**src/rtl/pdp8_pkg.sv**
```systemverilog
// pdp8_pkg: shared types and constants for the PDP8 memory arbiter.
//   arb_state_t    - arbiter FSM state (IDLE, ISSUE, WAIT, RESP)
//   arb_owner_t    - which port owns the access in flight
//   ARB_STAT_WIDTH - width of the optional statistics counters
//   arb_sat_inc()  - saturating increment used by the statistics counters
package pdp8_pkg;

   typedef enum logic [1:0] {ARB_IDLE, ARB_ISSUE, ARB_WAIT, ARB_RESP} arb_state_t;
   typedef enum logic [1:0] {OWN_NONE, OWN_IFU, OWN_EXEC_RD, OWN_EXEC_WR} arb_owner_t;

   localparam int ARB_STAT_WIDTH   = 16;
   // Wait counter covers MEM_LATENCY 1..7, starve counter covers STARVE_LIMIT 1..15.
   localparam int ARB_WAIT_WIDTH   = 3;
   localparam int ARB_STARVE_WIDTH = 4;

   function automatic logic [ARB_STAT_WIDTH-1:0] arb_sat_inc(input logic [ARB_STAT_WIDTH-1:0] v);
      return (v == '1) ? v : v + 1'b1;
   endfunction

endpackage

```
**src/rtl/pdp8_arb_prio.sv**
```systemverilog
// pdp8_arb_prio: combinational winner select for the PDP8 memory arbiter.
// Ports:
//   ifu_rd_req, exec_rd_req, exec_wr_req - pending requests
//   starve_force                         - IFU has waited out the starvation limit
//   owner                                - winning port, OWN_NONE when idle
// Priority is exec_wr > exec_rd > ifu_rd, except that a forced IFU wins outright.
// Putting the write ahead of the read keeps a same-cycle write/read pair RAW-safe.
module pdp8_arb_prio
   import pdp8_pkg::*;
(
   input  logic       ifu_rd_req,
   input  logic       exec_rd_req,
   input  logic       exec_wr_req,
   input  logic       starve_force,
   output arb_owner_t owner
);

   always_comb begin
      owner = OWN_NONE;
      if (starve_force && ifu_rd_req) owner = OWN_IFU;
      else if (exec_wr_req)           owner = OWN_EXEC_WR;
      else if (exec_rd_req)           owner = OWN_EXEC_RD;
      else if (ifu_rd_req)            owner = OWN_IFU;
   end

endmodule

```
**src/rtl/pdp8_mem_arbiter.sv**
```systemverilog
// pdp8_mem_arbiter: shares the single-port PDP8 memory between IFU and EXEC.
// One access is in flight at a time: IDLE (grant) -> ISSUE (mem_en) ->
// WAIT (MEM_LATENCY cycles) -> RESP (one-cycle ack) -> IDLE.
// Handshake: each requester holds its level req (with stable addr/data) until
// its one-cycle ack; a req still high in the cycle after ack is a new request.
// Address and write data are sampled only at grant in IDLE.
// Ports:
//   clk, reset_n                     - clock, async active-low reset
//   ifu_rd_*                         - IFU read port (req/addr in, data/ack out)
//   exec_rd_*                        - EXEC read port
//   exec_wr_*                        - EXEC write port
//   mem_en/we/addr/wdata, mem_rdata  - memory side
//   ifu_grant_cnt, exec_grant_cnt,
//   starve_evt_cnt                   - statistics, only with PDP8_ARB_STATS_EN
//   dbg_state, dbg_starve_cnt        - FSM state and starvation counter
// Optional feature macro: PDP8_ARB_STATS_EN.
module pdp8_mem_arbiter
   import pdp8_pkg::*;
#(
   parameter int ADDR_WIDTH   = 12,
   parameter int DATA_WIDTH   = 12,
   parameter int MEM_LATENCY  = 1,
   parameter int STARVE_LIMIT = 4
) (
   input  logic                        clk,
   input  logic                        reset_n,
   input  logic                        ifu_rd_req,
   input  logic [ADDR_WIDTH-1:0]       ifu_rd_addr,
   output logic [DATA_WIDTH-1:0]       ifu_rd_data,
   output logic                        ifu_rd_ack,
   input  logic                        exec_rd_req,
   input  logic [ADDR_WIDTH-1:0]       exec_rd_addr,
   output logic [DATA_WIDTH-1:0]       exec_rd_data,
   output logic                        exec_rd_ack,
   input  logic                        exec_wr_req,
   input  logic [ADDR_WIDTH-1:0]       exec_wr_addr,
   input  logic [DATA_WIDTH-1:0]       exec_wr_data,
   output logic                        exec_wr_ack,
   output logic                        mem_en,
   output logic                        mem_we,
   output logic [ADDR_WIDTH-1:0]       mem_addr,
   output logic [DATA_WIDTH-1:0]       mem_wdata,
   input  logic [DATA_WIDTH-1:0]       mem_rdata,
`ifdef PDP8_ARB_STATS_EN
   output logic [ARB_STAT_WIDTH-1:0]   ifu_grant_cnt,
   output logic [ARB_STAT_WIDTH-1:0]   exec_grant_cnt,
   output logic [ARB_STAT_WIDTH-1:0]   starve_evt_cnt,
`endif
   output arb_state_t                  dbg_state,
   output logic [ARB_STARVE_WIDTH-1:0] dbg_starve_cnt
);

   localparam logic [ARB_WAIT_WIDTH-1:0]   LAT_LOAD = ARB_WAIT_WIDTH'(MEM_LATENCY);
   localparam logic [ARB_WAIT_WIDTH-1:0]   WAIT_END = ARB_WAIT_WIDTH'(1);
   localparam logic [ARB_STARVE_WIDTH-1:0] LIMIT    = ARB_STARVE_WIDTH'(STARVE_LIMIT);

   arb_state_t                  state;
   arb_owner_t                  owner_q;
   arb_owner_t                  win;
   logic [ARB_WAIT_WIDTH-1:0]   wait_cnt;
   logic [ARB_STARVE_WIDTH-1:0] starve_cnt;
   logic                        starve_force;
   logic                        grant;

   assign starve_force   = (starve_cnt == LIMIT);
   assign grant          = (state == ARB_IDLE) && (win != OWN_NONE);
   assign dbg_state      = state;
   assign dbg_starve_cnt = starve_cnt;

   pdp8_arb_prio u_prio (
      .ifu_rd_req   (ifu_rd_req),
      .exec_rd_req  (exec_rd_req),
      .exec_wr_req  (exec_wr_req),
      .starve_force (starve_force),
      .owner        (win)
   );

   // Main FSM. The mem_* registers double as the latched grant: they are
   // loaded at grant so they are live during ISSUE and zeroed when leaving it.
   always_ff @(posedge clk or negedge reset_n) begin
      if (!reset_n) begin
         state        <= ARB_IDLE;
         owner_q      <= OWN_NONE;
         wait_cnt     <= '0;
         mem_en       <= 1'b0;
         mem_we       <= 1'b0;
         mem_addr     <= '0;
         mem_wdata    <= '0;
         ifu_rd_ack   <= 1'b0;
         exec_rd_ack  <= 1'b0;
         exec_wr_ack  <= 1'b0;
         ifu_rd_data  <= '0;
         exec_rd_data <= '0;
      end else begin
         ifu_rd_ack  <= 1'b0;
         exec_rd_ack <= 1'b0;
         exec_wr_ack <= 1'b0;
         case (state)
            ARB_IDLE: begin
               if (grant) begin
                  owner_q   <= win;
                  mem_en    <= 1'b1;
                  mem_we    <= (win == OWN_EXEC_WR);
                  mem_wdata <= (win == OWN_EXEC_WR) ? exec_wr_data : '0;
                  case (win)
                     OWN_IFU:     mem_addr <= ifu_rd_addr;
                     OWN_EXEC_RD: mem_addr <= exec_rd_addr;
                     default:     mem_addr <= exec_wr_addr;
                  endcase
                  state <= ARB_ISSUE;
               end
            end
            ARB_ISSUE: begin
               mem_en    <= 1'b0;
               mem_we    <= 1'b0;
               mem_addr  <= '0;
               mem_wdata <= '0;
               wait_cnt  <= LAT_LOAD;
               state     <= ARB_WAIT;
            end
            ARB_WAIT: begin
               // The ack is registered here so it is high exactly during RESP,
               // together with the freshly captured read data.
               if (wait_cnt == WAIT_END) begin
                  case (owner_q)
                     OWN_IFU: begin
                        ifu_rd_data <= mem_rdata;
                        ifu_rd_ack  <= 1'b1;
                     end
                     OWN_EXEC_RD: begin
                        exec_rd_data <= mem_rdata;
                        exec_rd_ack  <= 1'b1;
                     end
                     OWN_EXEC_WR: exec_wr_ack <= 1'b1;
                     default: ;
                  endcase
                  state <= ARB_RESP;
               end else begin
                  wait_cnt <= wait_cnt - 1'b1;
               end
            end
            default: begin
               owner_q <= OWN_NONE;
               state   <= ARB_IDLE;
            end
         endcase
      end
   end

   // Starvation counter: counts EXEC grants taken while IFU is waiting.
   always_ff @(posedge clk or negedge reset_n) begin
      if (!reset_n) begin
         starve_cnt <= '0;
      end else if (grant) begin
         if (win == OWN_IFU || !ifu_rd_req) starve_cnt <= '0;
         else if (starve_cnt != LIMIT)      starve_cnt <= starve_cnt + 1'b1;
      end else if (!ifu_rd_req) begin
         starve_cnt <= '0;
      end
   end

`ifdef PDP8_ARB_STATS_EN
   // A forced grant counts as a starvation event only when EXEC actually lost.
   always_ff @(posedge clk or negedge reset_n) begin
      if (!reset_n) begin
         ifu_grant_cnt  <= '0;
         exec_grant_cnt <= '0;
         starve_evt_cnt <= '0;
      end else if (grant) begin
         if (win == OWN_IFU) ifu_grant_cnt  <= arb_sat_inc(ifu_grant_cnt);
         else                exec_grant_cnt <= arb_sat_inc(exec_grant_cnt);
         if (win == OWN_IFU && starve_force && (exec_rd_req || exec_wr_req))
            starve_evt_cnt <= arb_sat_inc(starve_evt_cnt);
      end
   end
`endif

endmodule

```
**config.mk**
```make
export PLATFORM = sky130hd
export DESIGN_NAME = pdp8_mem_arbiter
export DESIGN_NICKNAME = d
export VERILOG_FILES = /design/src/rtl/pdp8_pkg.sv /design/src/rtl/pdp8_arb_prio.sv /design/src/rtl/pdp8_mem_arbiter.sv
export SDC_FILE = /design/constraint.sdc
export NUM_CORES = 1
export LEC_CHECK = 0
export BUFFER_PORTS_ARGS = -buffer_cell sky130_fd_sc_hd__buf_2
export CORE_MARGIN = 5
export CORE_UTILIZATION = 40
export DETAILED_ROUTE_END_ITERATION = 10
export PLACE_DENSITY = 0.73
export REMOVE_ABC_BUFFERS = 1
export SLEW_MARGIN = 15
export SYNTH_ARGS = -nofsm -noshare
export SYNTH_HDL_FRONTEND = slang
export SYNTH_SLANG_ARGS = --single-unit
```
**constraint.sdc**
```tcl
create_clock -name clk -period 4.3 [get_ports clk]
set_input_delay 1.29 -clock clk [delete_from_list [all_inputs] [get_ports clk]]
set_output_delay 1.29 -clock clk [all_outputs]
set_load 0.1 [all_outputs]
```
* Word-level counts from Yosys, hierarchy flattened
Index checks and enable logic that the tools add are counted.
** Storage, ports and cells
- Input port bits :: 65
- Memories :: 0
- Output and inout bits :: 59
- Register bits :: 64
- Memory bits (read-only) :: 0
- Memory bits (writable) :: 0
- Bits in latches :: 0
- Word-level logic and storage cells :: 82
** Operators by class
- Reduce and logical (&&, ||, !) cells :: 16
- Order comparisons :: 0
- Multiplexer cells :: 34
- Eq/ne operators :: 16
- Bitwise logic cells :: 1
- Divide/modulo/power cells :: 0
- Shift operators :: 0
- Multiply operators :: 0
- $add $sub $neg :: 2
** Operators by type and width (number)
- $pmux 12 s2 :: 3
- $mux 12 :: 3
- $mux 4 :: 4
- $mux 1 :: 12
- $mux 2 :: 6
- $eq 2x2->1 const B :: 5
- $reduce_and 2->1 :: 5
- $eq 2x1->1 const B :: 3
- $ne 2x2->1 const B :: 3
- $pmux 2 s3 :: 1
- $pmux 3 s2 :: 1
- $reduce_and 3->1 :: 2
- $reduce_bool 2->1 :: 3
- $add 4x1->4 const B :: 1
- $eq 4x3->1 const B :: 1
- $ne 4x3->1 const B :: 1
- $pmux 1 s2 :: 2
- $pmux 2 s2 :: 1
- $eq 3x1->1 const B :: 1
- $mux 3 :: 1
- $ne 3x1->1 const B :: 1
- $sub 3x1->3 const B :: 1
- $logic_and 1x1->1 :: 2
- $logic_not 2->1 :: 1
- 5 further kinds :: 5

* Logic depth before layout (Yosys ltp)
- Depth in word-level cells :: 8
- Gate-level depth with buffers :: 10
- Gate-level depth less buffers :: 9

* Cells and area by module
From an unflattened synthesis, not the netlist that was laid out.
** Unflattened totals
- Cell total of the unflattened synthesis :: 237
- Area total of the unflattened synthesis :: 2971.6 µm²
** By module, submodules not included
- pdp8_mem_arbiter :: sequential area each 1601.5 µm², area each 2949.1 µm², times used 1, cells an instance 233
- pdp8_arb_prio :: sequential area each 0.0 µm², area each 22.5 µm², times used 1, cells an instance 4

* Worst setup path after synthesis
No wires, ideal clock.
- Path kind :: register to register
- From :: register starve_cnt[0] (netlist: dbg_starve_cnt[0])
- To :: register mem_wdata[10]
- Buffers on the path :: 1
- Period minus slack after synthesis :: 2882 ps
- Stages on the path, launching flop included :: 10
- Setup time :: 122 ps
- Data arrival time :: 2760 ps
- Required time :: 4178 ps
- Path slack :: 1418 ps
- Path through :: dfrtp_1 inv_1 ha_1 and3b_1 o2bb2ai_1 ha_1 and2_1 o21bai_2 buf_6 a22o_1
** On the way
- Word-level cells in the longest chain between the ends :: 7
- Elaborated cells between the ends (all ways) :: 11
- Classes of those cells :: 3 x eq/ne; 4 x mux; 4 x reduce/logical
** RTL lines
- start: declaration :: RTL line pdp8_mem_arbiter.sv:61 : logic [ARB_STARVE_WIDTH-1:0] starve_cnt;
- start signal: assignment :: RTL line pdp8_mem_arbiter.sv:156 : else if (starve_cnt != LIMIT) starve_cnt <= starve_cnt + 1'b1;
- $eq 4x3->1 * :: RTL line pdp8_mem_arbiter.sv:65 : assign starve_force = (starve_cnt == LIMIT);
- $logic_and 1x1->1 * :: RTL line pdp8_arb_prio.sv:20 : if (starve_force && ifu_rd_req) owner = OWN_IFU;
- $mux 2 * :: RTL line pdp8_arb_prio.sv:20
- $eq 2x2->1 or $reduce_bool 2->1 (tied branches) :: RTL line pdp8_mem_arbiter.sv:104, pdp8_mem_arbiter.sv:66
- $mux 12 or $logic_and 1x1->1 (tied branches) :: RTL line pdp8_mem_arbiter.sv:104, pdp8_mem_arbiter.sv:66
- $mux 12 or $ne 2x2->1 (tied branches)
- $pmux 12 s2 or $reduce_and 2->1 (tied branches)
- end signal: assignment :: RTL line pdp8_mem_arbiter.sv:104 : mem_wdata <= (win == OWN_EXEC_WR) ? exec_wr_data : '0;
- end: declaration :: RTL line pdp8_mem_arbiter.sv:42 : output logic [DATA_WIDTH-1:0] mem_wdata,
Mark *: on every way between the ends. The rest lies on a longest branch, timed or not. The select of a mux whose other input is x is not followed.
A chain may end at the register's enable or synchronous reset.

* Worst setup path in the final report
- From :: input ifu_rd_req
- To :: register mem_wdata[11]
** On the way
- Word-level cells in the longest chain between the ends :: 8
- Elaborated cells between the ends (all ways) :: 13
- Classes of those cells :: 2 x eq/ne; 7 x mux; 4 x reduce/logical
** RTL lines
- start: declaration :: RTL line pdp8_mem_arbiter.sv:27 : input logic ifu_rd_req,
- $mux 1 :: RTL line pdp8_arb_prio.sv:23 : else if (ifu_rd_req) owner = OWN_IFU;
- $mux 2 :: RTL line pdp8_arb_prio.sv:22 : else if (exec_rd_req) owner = OWN_EXEC_RD;
- $mux 2 :: RTL line pdp8_arb_prio.sv:21 : else if (exec_wr_req) owner = OWN_EXEC_WR;
- $mux 2 * :: RTL line pdp8_arb_prio.sv:20
- $eq 2x2->1 or $reduce_bool 2->1 (tied branches) :: RTL line pdp8_mem_arbiter.sv:104, pdp8_mem_arbiter.sv:66
- $mux 12 or $logic_and 1x1->1 (tied branches) :: RTL line pdp8_mem_arbiter.sv:104, pdp8_mem_arbiter.sv:66
- $mux 12 or $ne 2x2->1 (tied branches)
- $pmux 12 s2 or $reduce_and 2->1 (tied branches)
Marked as above.

==> flow_summary_export.csv <==
group,metric,value,unit
status,status,"complete, no violations",
sta,period_needed,2.92,ns
finish,post-route-util,0.530,
finish,nFillCells,645,
sta,slew_violations,0,
floorplan,pin_count,124,
global_route,grt_pass1_wl,11.3,mm
worst_setup_path,arrival,3.18,ns
cts,root_buffer,"clkbuf_8",
logic_synthesis,synth_area,2990,µm²
placed_design,place.detailed.hpwl,5.57,mm
logic_synthesis,ys_warn_count,0,
cts,clockBufferDepth,2,
sta,clock_skew,0.00894,ns
sta,setup_tns,0,ns
cts,postCtsSetupBuffers,0,
hold_path,whs_path_depth,1,
cts,cts_max_level,3,
drt,firstDrtPassIters,4,
placed_design,gp_congestion,0.769,
worst_setup_path,startpoint,"ifu_rd_req",
floorplan,dieArea,9300,µm²
sta,worst_slew_pin_slew,1.08,ns
logic_synthesis,postSynthCellCount,235,
sta,rsz0062_at_grt,"false",
finish,n_antenna_cell,0,
floorplan,die_h,96.4,µm
drt,wl_met1,3.01,mm
sta,final-setup-viol-count,0,
cts,holdBufCountCts,0,
finish,syn2layout_area_growth,28.7,%
worst_setup_path,critPathKind,"in2reg",
logic_synthesis,ys_types,38,
sta,slew_headroom,0.279,
sta,hold_violations,0,
floorplan,initial_core_util,0.412,
drt,wl_per_cell,15.7,µm
global_route,grt-ovfl-total,0,
worst_setup_path,r2r_cells,9,
logic_synthesis,ys_seq_elements,64,
cts,clkSinkCount,64,
drt,routed.top_layer,"met4",
worst_setup_path,worstPathMaxFanout,14,
global_route,antenna_found_initial,0,
cts,clk_latency,0.33,ns
hold_path,hp-class,"reg2reg",
worst_setup_path,r2r-start,"dbg_starve_cnt[0]$_DFFE_PN0P_",
worst_setup_path,critPathLaunchType,"input pin",
drt,vias_per_cell,5.14,
run,cap_violations,0,
worst_setup_path,required,4.56,ns
drt,wl_met2,3.42,mm
drt,routed-wl-met3,756,µm
logic_synthesis,syn_area_per_cell,12.7,µm²
drt,vias,2382,
drt,drtIter0Drc,71,
worst_setup_path,cp-end-kind,"flop",
finish,drive_gt1_frac,0.486,
cts,cts.clk_slew.worst_paths,0.06,ns
sta,max_freq,342,MHz
global_route,grt_pass1_vias,2400,
logic_synthesis,synth_seq_area_share,0.536,
hold_path,hp-start,"mem_en$_DFFE_PN0P_",
floorplan,dieWidth,96.4,µm
global_route,grt_max_degree,29,
drt,ant_nets,0,
placed_design,port_buffers,123,
drt,drc,0,
floorplan,core-area,7250,µm²
finish,fin_nets,436,
worst_setup_path,r2r_slack,1.56,ns
floorplan,fp-row-count,31,
global_route,grt_usage,0.158,
drt,drt-total-wl,7.27,mm
sta,min_period_over_period,0.679,
cts,cts_resized,0,
cts,numCtsBuffers,9,
cts,cts_tree,"built",
[final cells by class]
type | count | area, µm² | share of cell area
Sequential cell | 64 | 1600 | 0.416
Inverter | 10 | 37.5 | 0.00976
Clock buffer | 10 | 128 | 0.0332
Clock inverter | 6 | 60.1 | 0.0156
Multi-Input combinational cell | 149 | 1270 | 0.329
Timing Repair Buffer | 125 | 631 | 0.164
Tap cell | 99 | 124 | 0.0322
[cells in the mapped netlist]
master      n  area (µm²)
dfrtp_1    64        1600
mux2_2     26         293
a22o_1     24         210
o21ai_0    17        85.1
nand2_1    13        48.8
a22oi_1    12        90.1
ha_1       12         150
inv_1      10        37.5
clkbuf_1    5        18.8
mux2i_1     5        50.1
nand3_1     5        25.0
buf_6       4        45.0
nand2b_1    4        25.0
nor2_1      3        11.3
o31ai_1     3        22.5
a21o_1      2        15.0
and3b_1     2        17.5
buf_4       2        15.0
nor3b_1     2        15.0
nor4b_4     2        47.6
a21oi_1     1        5.00
a221o_2     1        11.3
a22o_2      1        10.0
a31oi_1     1        6.26
and2_1      1        6.26
and2_2      1        7.51
and4bb_2    1        12.5
buf_2       1        5.00
nand2_4     1        11.3
nand3b_1    1        7.51
nor3b_4     1        18.8
o211ai_1    1        7.51
o21a_1      1        7.51
o21bai_2    1        11.3
o221a_2     1        11.3
o22a_1      1        8.76
o2bb2ai_1   1        8.76
or2b_2      1        8.76
[path summary, 6_finish.rpt]
| path | to |
|---|---|
| worst max-delay path | mem_wdata[11]$_DFFE_PN0P_ |
| worst min-delay path | mem_en$_DFFE_PN0P_ |
| worst max register to register | mem_wdata[11]$_DFFE_PN0P_ |
| worst min register to register | mem_en$_DFFE_PN0P_ |
| max in group asynchronous | mem_wdata[6]$_DFFE_PN0P_ |
| min in group asynchronous | ifu_rd_data[9]$_DFFE_PN0P_ |
[worst max-delay path: stages]
cell,delay [ns]
buf_2,0.15
o22a_1,0.23
inv_1,0.09
ha_1,0.30
nor3b_4,0.52
and2_2,0.40
a22o_1,0.18
[placed cells by master, fill, tap and decap left out, drive strengths merged, types with 2 or more instances in the layout]
| master | instances |
|---|---|
| mux2i | 5 |
| nand3 | 5 |
| nor4b | 2 |
| nand2 | 14 |
| and3b | 2 |
| a22oi | 12 |
| a21o | 2 |
| nor3b | 3 |
| clkinvlp | 2 |
| dfrtp | 64 |
| and2 | 2 |
| o31ai | 3 |
| clkinv | 3 |
| o21ai | 17 |
| nand2b | 4 |
| ha | 12 |
| a22o | 25 |
| mux2 | 26 |
| buf | 125 |
| nor2 | 3 |
| inv | 10 |
| clkbuf | 10 |
[routing by layer]
layer / up-vias / global-route usage
met5: - / 0
met4: 0 / 0.0537
li1: 1113 / -
met2: 93 / 0.258
met3: 10 / 0.0550
met1: 1166 / 0.195
[kinds of logic (layout without fill, tap and decap cells)]
family / after synthesis / in the layout / share of synthesized area
AOI/OAI and AO/OA: 68 / 68 / 0.171
DFF: 64 / 64 / 0.536
and+or+nand+nor: 38 / 38 / 0.0879
muxes: 31 / 31 / 0.115
buffers and inverters: 22 / 151 / 0.0406
adders and majority gates: 12 / 12 / 0.0502
[flip-flops by register name (all words and copies together), names as in the netlist]
signal / flops
dbg_starve_cnt: 4
dbg_state: 2
exec_rd_ack: 1
exec_rd_data: 12
exec_wr_ack: 1
ifu_rd_ack: 1
ifu_rd_data: 12
mem_addr: 12
mem_en: 1
mem_wdata: 12
mem_we: 1
owner_q: 2
wait_cnt: 3
[stage by stage]
step,setup slack [ns],hold WS [ns],cell area (µm²),cells
2_1_floorplan,1.39,0.452,2910,223
3_3_place_gp,1.15,0.464,3660,447
3_5_place_dp,1.06,0.469,3660,447
4_1_cts,1.40,0.485,3850,463
5_1_grt,1.22,0.506,3850,463
6_report,1.38,0.487,3850,463
Power is left out: the tool's default activity adds up to more than one toggle a clock period on the data nets, which glitch-free logic cannot reach.
